[src/rtl/rom_read_arbiter.sv]
// Arbitrates NUM_REQ requesters onto one combinational ROM and returns each word with a valid/ready handshake.
// Define RR_ARB_EN for round-robin arbitration; otherwise the lowest requester index always wins.
module rom_read_arbiter #(
    parameter int NUM_REQ = 4,
    parameter int ADDR_W  = 4,
    parameter int DATA_W  = 8
) (
    input  logic                      clk,
    input  logic                      rst,
    input  logic [NUM_REQ-1:0]        req_valid,
    input  logic [NUM_REQ*ADDR_W-1:0] req_addr,
    output logic [NUM_REQ-1:0]        req_ready,
    output logic [ADDR_W-1:0]         rom_addr,
    input  logic [DATA_W-1:0]         rom_data,
    output logic                      rsp_valid,
    input  logic                      rsp_ready,
    output logic [DATA_W-1:0]         rsp_data,
    output logic [NUM_REQ-1:0]        rsp_grant,
    output logic                      busy
);
    localparam int IDX_W = $clog2(NUM_REQ);

    typedef enum logic [1:0] {IDLE, FETCH, RESP} state_t;

    state_t              state_q, state_d;
    logic [ADDR_W-1:0]   rom_addr_q, rom_addr_d;
    logic [DATA_W-1:0]   rsp_data_q, rsp_data_d;
    logic [NUM_REQ-1:0]  rsp_grant_q, rsp_grant_d;
    logic                gnt_any;
    logic [IDX_W-1:0]    gnt_idx;
    logic [IDX_W-1:0]    cand;
    logic [NUM_REQ-1:0]  gnt_oh;
`ifdef RR_ARB_EN
    logic [IDX_W-1:0]    rr_ptr_q, rr_ptr_d;
`endif

    // Arbiter: pick the winning requester index from the current req_valid vector
    always_comb begin
        gnt_any = 1'b0;
        gnt_idx = '0;
        cand    = '0;
`ifdef RR_ARB_EN
        for (int k = 0; k < NUM_REQ; k++) begin
            cand = IDX_W'((int'(rr_ptr_q) + k) % NUM_REQ);
            if (!gnt_any && req_valid[cand]) begin
                gnt_any = 1'b1;
                gnt_idx = cand;
            end
        end
`else
        for (int k = NUM_REQ - 1; k >= 0; k--) begin
            cand = IDX_W'(k);
            if (req_valid[cand]) begin
                gnt_any = 1'b1;
                gnt_idx = cand;
            end
        end
`endif
        gnt_oh = gnt_any ? (NUM_REQ'(1) << gnt_idx) : '0;
    end

    always_ff @(posedge clk) begin
        if (rst) begin
            state_q     <= IDLE;
            rom_addr_q  <= '0;
            rsp_data_q  <= '0;
            rsp_grant_q <= '0;
`ifdef RR_ARB_EN
            rr_ptr_q    <= '0;
`endif
        end else begin
            state_q     <= state_d;
            rom_addr_q  <= rom_addr_d;
            rsp_data_q  <= rsp_data_d;
            rsp_grant_q <= rsp_grant_d;
`ifdef RR_ARB_EN
            rr_ptr_q    <= rr_ptr_d;
`endif
        end
    end

    always_comb begin
        state_d     = state_q;
        rom_addr_d  = rom_addr_q;
        rsp_data_d  = rsp_data_q;
        rsp_grant_d = rsp_grant_q;
`ifdef RR_ARB_EN
        rr_ptr_d    = rr_ptr_q;
`endif
        case (state_q)
            IDLE: begin
                if (gnt_any) begin
                    state_d     = FETCH;
                    rom_addr_d  = req_addr[int'(gnt_idx)*ADDR_W +: ADDR_W];
                    rsp_grant_d = gnt_oh;
`ifdef RR_ARB_EN
                    rr_ptr_d    = (gnt_idx == IDX_W'(NUM_REQ - 1)) ? '0 : gnt_idx + IDX_W'(1);
`endif
                end
            end
            FETCH: begin
                rsp_data_d = rom_data;
                state_d    = RESP;
            end
            RESP: begin
                if (rsp_ready) state_d = IDLE;
            end
            default: state_d = IDLE;
        endcase
    end

    always_comb begin
        req_ready = (state_q == IDLE) ? gnt_oh : '0;
        rsp_valid = (state_q == RESP);
        busy      = (state_q != IDLE);
    end

    assign rom_addr  = rom_addr_q;
    assign rsp_data  = rsp_data_q;
    assign rsp_grant = rsp_grant_q;

endmodule

[config.mk]
export PLATFORM = sky130hd
export DESIGN_NAME = rom_read_arbiter
export DESIGN_NICKNAME = d
export VERILOG_FILES = /design/src/rtl/rom_read_arbiter.sv
export SDC_FILE = /design/constraint.sdc
export NUM_CORES = 1
export LEC_CHECK = 0
export ABC_AREA = 1
export BUFFER_PORTS_ARGS = -buffer_cell sky130_fd_sc_hd__buf_2
export CAP_MARGIN = 40
export CORE_UTILIZATION = 46
export CTS_CLUSTER_DIAMETER = 30
export CTS_CLUSTER_SIZE = 14
export DETAILED_ROUTE_END_ITERATION = 7
export HOLD_SLACK_MARGIN = 0.08
export PLACE_DENSITY_LB_ADDON = 0.08
export SLEW_MARGIN = 25
export SYNTH_ARGS = -nofsm -noshare
export SYNTH_HDL_FRONTEND = slang
export SYNTH_SLANG_ARGS = --single-unit
[constraint.sdc]
create_clock -name clk -period 3.3 [get_ports clk]
set_clock_uncertainty 0.1 [all_clocks]
set_input_delay 0 -clock clk [delete_from_list [all_inputs] [get_ports clk]]
set_output_delay 0 -clock clk [all_outputs]
set_load 0.02 [all_outputs]
== After elaboration in Yosys (flattened, before gate mapping) ==
Index checks and enable logic that the tools add are counted.

* Input bits: 31
* Logic and storage cells: 27
* Output and inout port bits: 22
* Register bits after elaboration: 18

* Equal/unequal tests: 4
* Muxes and demuxes: 13
* Reductions and logical operators: 4
* Shifts and indexed selects: 2

{| class="wikitable"
|+ Operators by type and width
! cell !! count
|-
| $shiftx 16x5->4 || 1
|-
| $mux 2 || 6
|-
| $mux 4 || 2
|-
| $pmux 2 s3 || 1
|-
| $mux 1 || 4
|-
| $reduce_and 2->1 || 2
|-
| $shl 1x2->4 const A || 1
|-
| $eq 2x1->1 const B || 1
|-
| $eq 2x2->1 const B || 1
|-
| $logic_not 2->1 || 1
|-
| $ne 2x1->1 const B || 1
|-
| $ne 2x2->1 const B || 1
|-
| $reduce_bool 2->1 || 1
|}

== Logic depth before layout (Yosys ltp) ==
Gate-level depths: netlist of the first run.

* Depth after elaboration: 7
* Gate-level depth with buffers: 8

== Worst setup path after synthesis of the first run ==
No wires, ideal clock.

* Path kind: flip-flop to flip-flop
* Start point: reg state_q[0]
* End point: reg rsp_grant_q[0], in the netlist rsp_grant[0]
* Period minus slack after synthesis: 1.205 ns
* Arrival: 1.040 ns
* Data required time: 3.135 ns
* Stages on the path, launching flop included: 6
* Setup slack: 2.095 ns
* Buffers on the path: 0
* Path through: dfxtp_1 -> inv_2 -> nand2_2 -> nor2_1 -> a21oi_1 -> nor2_1

* Cells in the longest elaborated chain, start to end: 2

{| class="wikitable"
|+ Ends and longest elaborated chain
! item !! line !! text
|-
| start, declared || 25 || <nowiki>state_t state_q, state_d;</nowiki>
|-
| start signal, assigned || 72 || <nowiki>state_q <= state_d;</nowiki>
|-
| $logic_not 2->1 || 90 || <nowiki>case (state_q)</nowiki>
|-
| $reduce_and 2->1 (no source line) || -- ||
|-
| end signal, assigned || 75 || <nowiki>rsp_grant_q <= rsp_grant_d;</nowiki>
|-
| end, declared || 28 || <nowiki>logic [NUM_REQ-1:0] rsp_grant_q, rsp_grant_d;</nowiki>
|}

No other way between the ends.
A chain may end at the register's enable or synchronous reset.

== Worst setup path after layout of the first run ==
* Start point: in req_valid[1]
* End point: reg rom_addr_q[2], in the netlist rom_addr[2]

* Cells in the longest elaborated chain, start to end: 3
* Elaborated cells on any way between the ends: 6

{| class="wikitable"
|+ Ends and longest elaborated chain
! item !! line !! text
|-
| start, declared || 10 || <nowiki>input logic [NUM_REQ-1:0] req_valid,</nowiki>
|-
| $mux 2 / $mux 1 (equally long branches) (2 in series) || 53 || <nowiki>if (req_valid[cand]) begin</nowiki>
|-
| $shiftx 16x5->4 / $reduce_and 2->1 (equally long branches) || -- ||
|-
| end signal, assigned || 73 || <nowiki>rom_addr_q <= rom_addr_d;</nowiki>
|-
| end, declared || 26 || <nowiki>logic [ADDR_W-1:0] rom_addr_q, rom_addr_d;</nowiki>
|}

Parallel ways exist; a longest one is shown, timed or not.

==> implementation parameters, run 1 <==
Parameter                              Value

Worst setup path
  Maximum fanout along the worst path ... 12
  Critical Path AT ... 2580 ps
  Family with the most delay on the worst path ... buffers and inverters
  Critical Path Slowest Stage Cell ... dlygate4sd3_1
  Ordered list of cells on the worst path ... dlygate4sd3_1 -> buf_2 -> nor2_4 -> o21ai_1 -> nand3_1 -> dlygate4sd3_1 -> a21oi_1 -> dlygate4sd3_1
  Type of element capturing the critical path ... flop
  Crit path kind ... in -> reg
  Crit start category ... input port
  Largest stage delay, worst path ... 580 ps
  Dominant cell type by count on the critical path ... dlygate4sd3_1
  Worst EP required ... 3390 ps
  Number of buffer and inverter stages on the critical path ... 4

Cells and area
  Number of inserted filler cells in the final layout ... 116
  Antenna diode instance count ... 0
  # nets final ... 240
  Layout cells sized above 1 ... 34.1%
  Area delta synth->final ... 58.8%

Placement
  Post-place setup slack ... 2040 ps
  Gpl congestion ... 0.814
  Quantity of I/O buffers inserted on ports ... 52
  Final HPWL from detailed placement ... 1.79 mm

Power and ir drop
  Power per unit of standard cell area ... 402 nW/um2
  Leakage power total ... 0.817 nW
  Total chip power ... 0.595 mW
  Worst vdd ir ... 0.328 mV

Routing
  Residual DRC ... 0
  Antenna-violating nets left ... 0
  Routed via count ... 1162
  Met2 WL ... 1.47 mm
  Drt wl/cell ... 12.6 um
  Detailed-routing iteration count for the pre-antenna-repair pass ... 4
  Initial detailed-routing violation count ... 24
  Vias/cell ... 4.99
  Highest routed layer ... met4
  Routed length on met3 ... 208 um
  Final wirelength ... 2.94 mm
  Routed length on met1 ... 1.13 mm

Floorplanning
  Die Height ... 47.0 um
  Number of top-level pins ... 53
  Area of the die ... 2210 um2
  Total number of placement rows ... 15
  Core footprint ... 1820 um2
  Initial core utilization ... 51.2%
  Die width ... 47.0 um

STA
  Setup TNS Final ... 0 ps
  Share of the clock period used by the worst path ... 75.5%
  Max-slew violation count ... 0
  Setup repair after global routing missed its margin ... no
  # setup viols final ... 0
  WHS ... 104 ps
  Max-Slew Margin vs Limit ... 74.9%
  Final hold violations ... 0
  Tmin final ... 2490 ps
  Achievable Freq ... 0.401 GHz
  Smallest setup slack after layout ... 807 ps
  Actual transition at the worst max-transition pin ... 373 ps

Clock network
  Maximum buffer depth of the clock tree ... 2
  Clock-pin slew on the worst setup and hold paths ... 100 ps
  H-Tree Depth ... 1
  Clock root buffer ... clkbuf_4
  CTS tree ... built
  Clock buffer count from CTS ... 3
  Clock latency on the worst-skew pair ... 290 ps
  # clock sinks ... 18
  CTS-repair resized insts ... 0

Synthesis
  Average footprint of a synthesized cell ... 7.17 um2
  FF+latch count, synth ... 18
  Number of distinct library cells after synthesis ... 20
  Top post-synthesis cells by area ... dfxtp_1, nor2_1, nand3_1, o21ai_0, inv_1
  Synth area leader ... dfxtp_1
  Post-synthesis cell count ... 130
  Number of warnings reported in the yosys synthesis log ... 0
  Synth Cell Area ... 932 um2
  Proportion of synthesized chip area in sequential cells ... 38.7%
  Post-Syn Nets ... 161
  Share of Yosys cell area claimed by the top area cell type ... 38.7%

Min path
  Hold crit path type ... in -> reg

Global route
  Overall Global Routing Usage ... 30.8%
  Initial antenna violation count ... 0
  Pin count of the biggest net entering global routing ... 13
  Number of global-route vias before repair ... 1062
  Total global routing overflow ... 0
  Global-route wire length before repair ... 4.62 mm

Run status
  Result of the run ... finished clean

Run
  Max capacitance violation total ... 0
sequential cells by signal, summed over array words and instances (netlist names):
name       count
state_q        2
rsp_grant      4
rom_addr       4
rsp_data       8
synthesized netlist by cell type, drive strengths merged:
master,number
nand2,18
inv,19
buf,2
nor2,29
dfxtp,18
clkinv,1
a21oi,10
clkbuf,1
nand3,19
o21ai,13
per-layer routing:
layer	vias to the layer above	global-route usage, %
met4	0	18.9
met1	518	35.6
met5	-	0
li1	569	-
met2	61	51.4
met3	14	7.31
worst reg2reg max path, delay by kind of cell, from the launching register on:
family | cells | cell delay (ps)
compound gates | 3 | 500
buf+inv | 2 | 650
simple gates | 1 | 90
flops | 1 | 360
cells by family after synthesis:
family	Yosys count	synth area share (%)
compound gates	23	14.0
flops	18	38.7
buf+inv	23	11.3
simple gates	66	36.1
metrics by stage:
stage               area (um2)  std cells  utilization, %
floorplan                  932        130               -
global placement          1190        204            65.6
detailed placement        1190        204            65.6
CTS                       1480        233            81.3
global route              1480        233            81.3
finish                    1480        233            81.3
path summary, 6_finish.rpt:
path / startpoint / end / slack [ps] / cells after the start
worst max-delay path: req_valid[1] / rom_addr[2] / 810 / 8
worst min-delay path: req_valid[0] / state_q[0] / 100 / 5
worst max register to register: state_q[1] / rom_addr[0] / 1550 / 6
worst min register to register: rsp_grant[1] / rsp_grant[1] / 370 / 2
cells in the final DEF (no fill, tap or decap):
| master | count |
|---|---|
| a21oi_2 | 1 |
| nor2_2 | 1 |
| nand2_1 | 13 |
| a21oi_4 | 1 |
| nand3_1 | 18 |
| inv_1 | 16 |
| clkbuf_8 | 1 |
| clkbuf_4 | 3 |
| inv_2 | 3 |
| dfxtp_1 | 18 |
| buf_2 | 52 |
| o21ai_1 | 1 |
| dlygate4sd3_1 | 25 |
| clkinv_1 | 1 |
| nand2_4 | 3 |
| nor2_4 | 3 |
| nand2_2 | 2 |
| nand3_4 | 1 |
| nor2_1 | 25 |
| a21oi_1 | 8 |
| o21ai_0 | 12 |
power breakdown:
group          leakage, nW  total, mW  internal, mW  switching (mW)
Clock               0.0210      0.135        0.0672          0.0676
Sequential           0.149      0.253         0.240          0.0126
Combinational        0.648      0.207        0.0858           0.121
cell type report:
type	instances	area [um2]	share of cell area [%]
Clock buffer	4	36.3	2.45
Inverter	20	75.1	5.07
Multi-Input combinational cell	89	467	31.5
Sequential cell	18	360	24.3
Tap cell	25	31.3	2.11
Timing Repair Buffer	77	510	34.5
what timing repair did:
action / CTS / global route
hold buffers: 25 / 0
endpoints found under the hold margin: 18 / 0
buffers inserted: 0 / 0
(Power assumes the default switching activity.)
==> run 2: changes to the inputs <==
CORE_UTILIZATION = 43   (was 46)
clock period = 2.5 ns   (was 3.3 ns; I/O delays follow)
==> implementation parameters, run 2 (synthesized netlist as in run 1, its figures left out) <==
Parameter                              Value

Min path
  Hold crit path type ... in -> reg (unchanged)

Worst setup path
  Critical Path Slowest Stage Cell ... dlygate4sd3_1 (unchanged)
  Worst EP required ... 2600 ps (was 3390 ps)
  Maximum fanout along the worst path ... 12 (unchanged)
  Ordered list of cells on the worst path ... dlygate4sd3_1 -> buf_2 -> nor2_4 -> o21ai_1 -> nand3_1 -> dlygate4sd3_1 -> a21oi_1 -> dlygate4sd3_1 (unchanged)
  Type of element capturing the critical path ... flop (unchanged)
  Largest stage delay, worst path ... 570 ps (was 580 ps)
  Crit start category ... input port (unchanged)
  Critical Path AT ... 2500 ps (was 2580 ps)
  Crit path kind ... in -> reg (unchanged)
  Dominant cell type by count on the critical path ... dlygate4sd3_1 (unchanged)

Routing
  Initial detailed-routing violation count ... 12 (was 24)
  Antenna-violating nets left ... 0 (unchanged)
  Detailed-routing iteration count for the pre-antenna-repair pass ... 4 (unchanged)
  Drt wl/cell ... 11.5 um (was 12.6 um)
  Final wirelength ... 2.70 mm (was 2.94 mm)
  Vias/cell ... 4.79 (was 4.99)
  Routed via count ... 1125 (was 1162)
  Residual DRC ... 0 (unchanged)

STA
  Setup TNS Final ... 0 ps (unchanged)
  Share of the clock period used by the worst path ... 95.9%
  Setup repair after global routing missed its margin ... no (unchanged)
  Final hold violations ... 0 (unchanged)
  Max-slew violation count ... 0 (unchanged)
  Actual transition at the worst max-transition pin ... 359 ps (was 373 ps)
  Max-Slew Margin vs Limit ... 75.9% (was 74.9%)
  Tmin final ... 2400 ps
  Achievable Freq ... 0.417 GHz
  # setup viols final ... 0 (unchanged)
  WHS ... 103 ps (was 104 ps)

Floorplanning
  Die width ... 48.6 um (was 47.0 um)
  Die Height ... 48.6 um (was 47.0 um)
  Initial core utilization ... 46.6% (was 51.2%)
  Area of the die ... 2360 um2 (was 2210 um2)
  Total number of placement rows ... 16 (was 15)
  Number of top-level pins ... 53 (unchanged)
  Core footprint ... 2000 um2 (was 1820 um2)

Cells and area
  Max reg flops ... 8 (unchanged)
  Final core utilization ... 74.1% (was 81.3%)
  Top library cells by usage in the layout, fill and taps aside ... buf_2, nor2_1, dlygate4sd3_1, nand3_1, dfxtp_1 (unchanged)
  Area delta synth->final ... 59.1% (was 58.8%)
  Antenna diode instance count ... 0 (unchanged)
  Post-route cell area ... 1480 um2 (about the same)
  Leading cell type in the layout, fill and taps excluded ... buf_2 (unchanged)
  Layout cells sized above 1 ... 34.1% (unchanged)
  # nets final ... 240 (unchanged)

Clock network
  Clock-pin slew on the worst setup and hold paths ... 100 ps (about the same)
  Clock buffer count from CTS ... 3 (unchanged)
  H-Tree Depth ... 1 (unchanged)
  # clock sinks ... 18 (unchanged)
  Clock root buffer ... clkbuf_4 (unchanged)
  CTS tree ... built (unchanged)
  # Post-CTS Setup Buffers ... 0 (unchanged)
  Maximum buffer depth of the clock tree ... 2 (unchanged)
  Clock latency on the worst-skew pair ... 300 ps (was 290 ps)

Global route
  Pin count of the biggest net entering global routing ... 13 (unchanged)
  Total global routing overflow ... 0 (unchanged)
  Number of global-route vias before repair ... 1086 (was 1062)
  Global-route wire length before repair ... 4.45 mm (was 4.62 mm)
  Initial antenna violation count ... 0 (unchanged)
  Overall Global Routing Usage ... 24.7% (was 30.8%)

Run status
  Result of the run ... finished clean (unchanged)

Run
  Max capacitance violation total ... 0 (unchanged)

Power and ir drop
  Total chip power ... 0.785 mW (was 0.595 mW)
  Power per unit of standard cell area ... 530 nW/um2 (was 402 nW/um2)
  Worst vdd ir ... 0.387 mV (was 0.328 mV)
  Leakage power total ... 0.817 nW (unchanged)

Placement
  Gpl congestion ... 0.778 (was 0.814)
  Final HPWL from detailed placement ... 1.72 mm (was 1.79 mm)
  Post-DP Area ... 1200 um2 (was 1190 um2)
  Quantity of I/O buffers inserted on ports ... 52 (unchanged)
==> run 2: cell counts in the layout (fill, tap and decap cells not counted) <==
No cell type changed its count.
==> run 2: layer usage <==
metal  track usage (%)  routed length (um)  share of wire, %
met5                 0                   0                 0
met4              8.82                  39               1.4
met3              6.29                 163               6.0
met2              46.7                1400                52
met1              26.0                1090                41
==> run 2: final cells by class <==
type                    instances  area [um2]
inverters                      20        75.1
multi-input cells              89         467
repair buffers                 77         510
fillers                       180         519
clock buffers                   4        36.3
well taps                      27        33.8
flip-flops and latches         18         360
==> run 2: metrics by stage <==
stage / setup WS, ps / cells
finish: 103 / 235
global route: 49.4 / 235
CTS: 144 / 235
detailed placement: 1240 / 206
global placement: 1280 / 206
floorplan: 1300 / 130
==> run 2: repair_timing <==
item                                   CTS  global route
resized for setup                        0             0
hold buffers                            25             0
endpoints found under the hold margin   18             0
==> run 2: final timing paths <==
kind | from | end | slack [ps] | cells after the start
max | req_valid[1] | rom_addr[0] | 100 | 8
min | req_valid[0] | state_q[0] | 100 | 5
max reg2reg | state_q[1] | rsp_grant[2] | 770 | 6
min reg2reg | rsp_grant[2] | rsp_grant[2] | 380 | 2
==> run 2: worst max-delay path, delay by kind of cell <==
kind | cells | cell delay [ps]
AOI/OAI and AO/OA | 2 | 300
and+or+nand+nor | 2 | 400
buffers and inverters | 4 | 1810
==> run 2: where the power goes <==
group | switching, mW | internal [mW]
logic | 0.154 | 0.113
clock network | 0.0956 | 0.0891
registers | 0.0163 | 0.317
total | 0.265 | 0.520
==> run 3: changes to the inputs <==
REMOVE_ABC_BUFFERS = 1   (was not set)
==> implementation parameters, run 3 (synthesized netlist as in run 1, its figures left out) <==
Parameter                              Value

Run status
  Result of the run ... finished clean (unchanged)

Floorplanning
  Number of top-level pins ... 53 (unchanged)
  Die Height ... 48.6 um (unchanged)
  Area of the die ... 2360 um2 (unchanged)
  Total number of placement rows ... 16 (unchanged)
  Initial core utilization ... 46.6% (unchanged)
  Die width ... 48.6 um (unchanged)
  Core footprint ... 2000 um2 (unchanged)

Cells and area
  Antenna diode instance count ... 0 (unchanged)
  Max reg flops ... 8 (unchanged)
  Layout cells sized above 1 ... 34.4% (was 34.1%)
  Area delta synth->final ... 59.2% (was 59.1%)
  Final core utilization ... 74.1% (about the same)
  Number of inserted filler cells in the final layout ... 174 (was 180)
  Area of the multi-input gates ... 467 um2 (unchanged)
  # nets final ... 242 (was 240)
  Top library cells by usage in the layout, fill and taps aside ... buf_2, nor2_1, dlygate4sd3_1, nand3_1, dfxtp_1 (unchanged)
  Leading cell type in the layout, fill and taps excluded ... buf_2 (unchanged)
  Sequential cell area in the final layout ... 360 um2 (unchanged)

Global route
  Total global routing overflow ... 0 (unchanged)
  Global-route wire length before repair ... 4.11 mm (was 4.45 mm)
  Met1 GRT Util ... 26.5% (was 26.0%)
  Global-route track usage on met2 ... 39.9% (was 46.7%)
  Initial antenna violation count ... 0 (unchanged)
  Pin count of the biggest net entering global routing ... 13 (unchanged)
  M3 GR Usage ... 5.35% (was 6.29%)
  Gr busiest metal ... met2 (unchanged)
  Overall Global Routing Usage ... 21.9% (was 24.7%)
  Number of global-route vias before repair ... 987 (was 1086)

Worst setup path
  Crit start category ... input port (unchanged)
  Worst EP required ... 2630 ps (was 2600 ps)
  Crit path kind ... in -> reg (unchanged)
  Flop-to-flop setup slack ... 800 ps (was 770 ps)
  Type of element capturing the critical path ... flop (unchanged)
  RR Startpoint ... state_q[0] (was state_q[1])
  Worst r2r dst ... rsp_grant[2] (unchanged)
  Length in cells of the worst reg-to-reg path ... 6 (unchanged)
  Maximum fanout along the worst path ... 9 (was 12)
  Critical Path Start ... req_valid[2] (was req_valid[1])
  Critical Path AT ... 2470 ps (was 2500 ps)
  Capture point of the worst path ... rom_addr[0] (unchanged)

STA
  # setup viols final ... 0 (unchanged)
  WHS ... 145 ps (was 103 ps)
  Setup TNS Final ... 0 ps (unchanged)
  Share of the clock period used by the worst path ... 93.7% (was 95.9%)
  Setup repair after global routing missed its margin ... no (unchanged)
  Actual transition at the worst max-transition pin ... 358 ps (was 359 ps)
  Achievable Freq ... 0.427 GHz (was 0.417 GHz)
  Final hold violations ... 0 (unchanged)
  Max-Slew Margin vs Limit ... 75.9% (about the same)
  Max-slew violation count ... 0 (unchanged)
  Tmin final ... 2340 ps (was 2400 ps)

Routing
  Initial detailed-routing violation count ... 32 (was 12)
  Antenna-violating nets left ... 0 (unchanged)
  Detailed-routing iteration count for the pre-antenna-repair pass ... 4 (unchanged)
  Residual DRC ... 0 (unchanged)
  Final wirelength ... 2.49 mm (was 2.70 mm)
  Drt wl/cell ... 10.5 um (was 11.5 um)
  Routed via count ... 1094 (was 1125)
  Vias/cell ... 4.64 (was 4.79)

Power and ir drop
  Leakage power total ... 0.820 nW (was 0.817 nW)
  Worst vdd ir ... 0.444 mV (was 0.387 mV)
  Power per unit of standard cell area ... 497 nW/um2 (was 530 nW/um2)

Clock network
  Clock root buffer ... clkbuf_4 (unchanged)
  CTS tree ... built (unchanged)
  Clock-pin slew on the worst setup and hold paths ... 90 ps (was 100 ps)
  H-Tree Depth ... 1 (unchanged)
  Clock latency on the worst-skew pair ... 290 ps (was 300 ps)
  Maximum buffer depth of the clock tree ... 2 (unchanged)
  # clock sinks ... 18 (unchanged)
  Clock buffer count from CTS ... 3 (unchanged)

Min path
  Hold crit path type ... in -> reg (unchanged)
  Worst hold path depth ... 4 (was 5)

Placement
  Gpl congestion ... 0.827 (was 0.778)
  Final HPWL from detailed placement ... 1.69 mm (was 1.72 mm)
  Quantity of I/O buffers inserted on ports ... 52 (unchanged)

Run
  Max capacitance violation total ... 0 (unchanged)
## run 3: cell count changes in the layout (fill, tap and decap cells not counted), sizes merged
cell / before / now
clkbuf: 4 / 3
buf: 52 / 54
## run 3: metal layers
layer	vias up	wire length, um
li1	572	-
met1	478	1100
met2	44	1190
met3	0	191
met4	0	0
met5	-	0
## run 3: repair_timing
| action | 4_1_cts | 5_1_grt |
|---|---|---|
| buffers inserted | 0 | 2 |
| hold buffers | 25 | 0 |
| gates resized for setup | 0 | 0 |
| endpoints found under the hold margin | 18 | 0 |
| setup endpoints to repair | 0 | 3 |
## run 3: layout make-up
class | instances | area share, %
repair buffers | 79 | 35.4
multi-input cells | 89 | 31.5
flip-flops and latches | 18 | 24.3
inverters | 20 | 5.06
well taps | 27 | 2.28
clock buffers | 3 | 1.52
## run 3: metrics by stage
step | total power, mW | std cells | cell area [um2] | worst slack [ps]
floorplan | 0.476 | 127 | 902 | 1300
global placement | 0.554 | 206 | 1200 | 1300
detailed placement | 0.559 | 206 | 1200 | 1210
CTS | 0.737 | 234 | 1470 | 123
global route | 0.781 | 236 | 1480 | 71.2
finish | 0.738 | 236 | 1480 | 158
## run 3: worst min path at each step
stage	start	to	slack [ps]
after global placement	rom_data[3]	rsp_data[3]	120
after detailed placement	rom_data[3]	rsp_data[3]	130
after floorplan	rst	rsp_grant[3]	-40
after CTS	req_valid[0]	state_q[0]	110
final	req_valid[0]	rsp_grant[1]	140
after global routing	req_valid[0]	rsp_grant[1]	160
## run 3: critical path, stage by stage
cell,delay [ps]
dlygate4sd3_1,530
buf_2,180
o21ai_1,340
nand3_1,150
dlygate4sd3_1,590
a21oi_1,130
dlygate4sd3_1,560
## run 3: report_power, final
part | internal (mW) | switching, mW | leakage [nW]
registers | 0.317 | 0.0148 | 0.149
logic | 0.115 | 0.152 | 0.658
clock network | 0.0560 | 0.0821 | 0.0138
total | 0.489 | 0.249 | 0.820
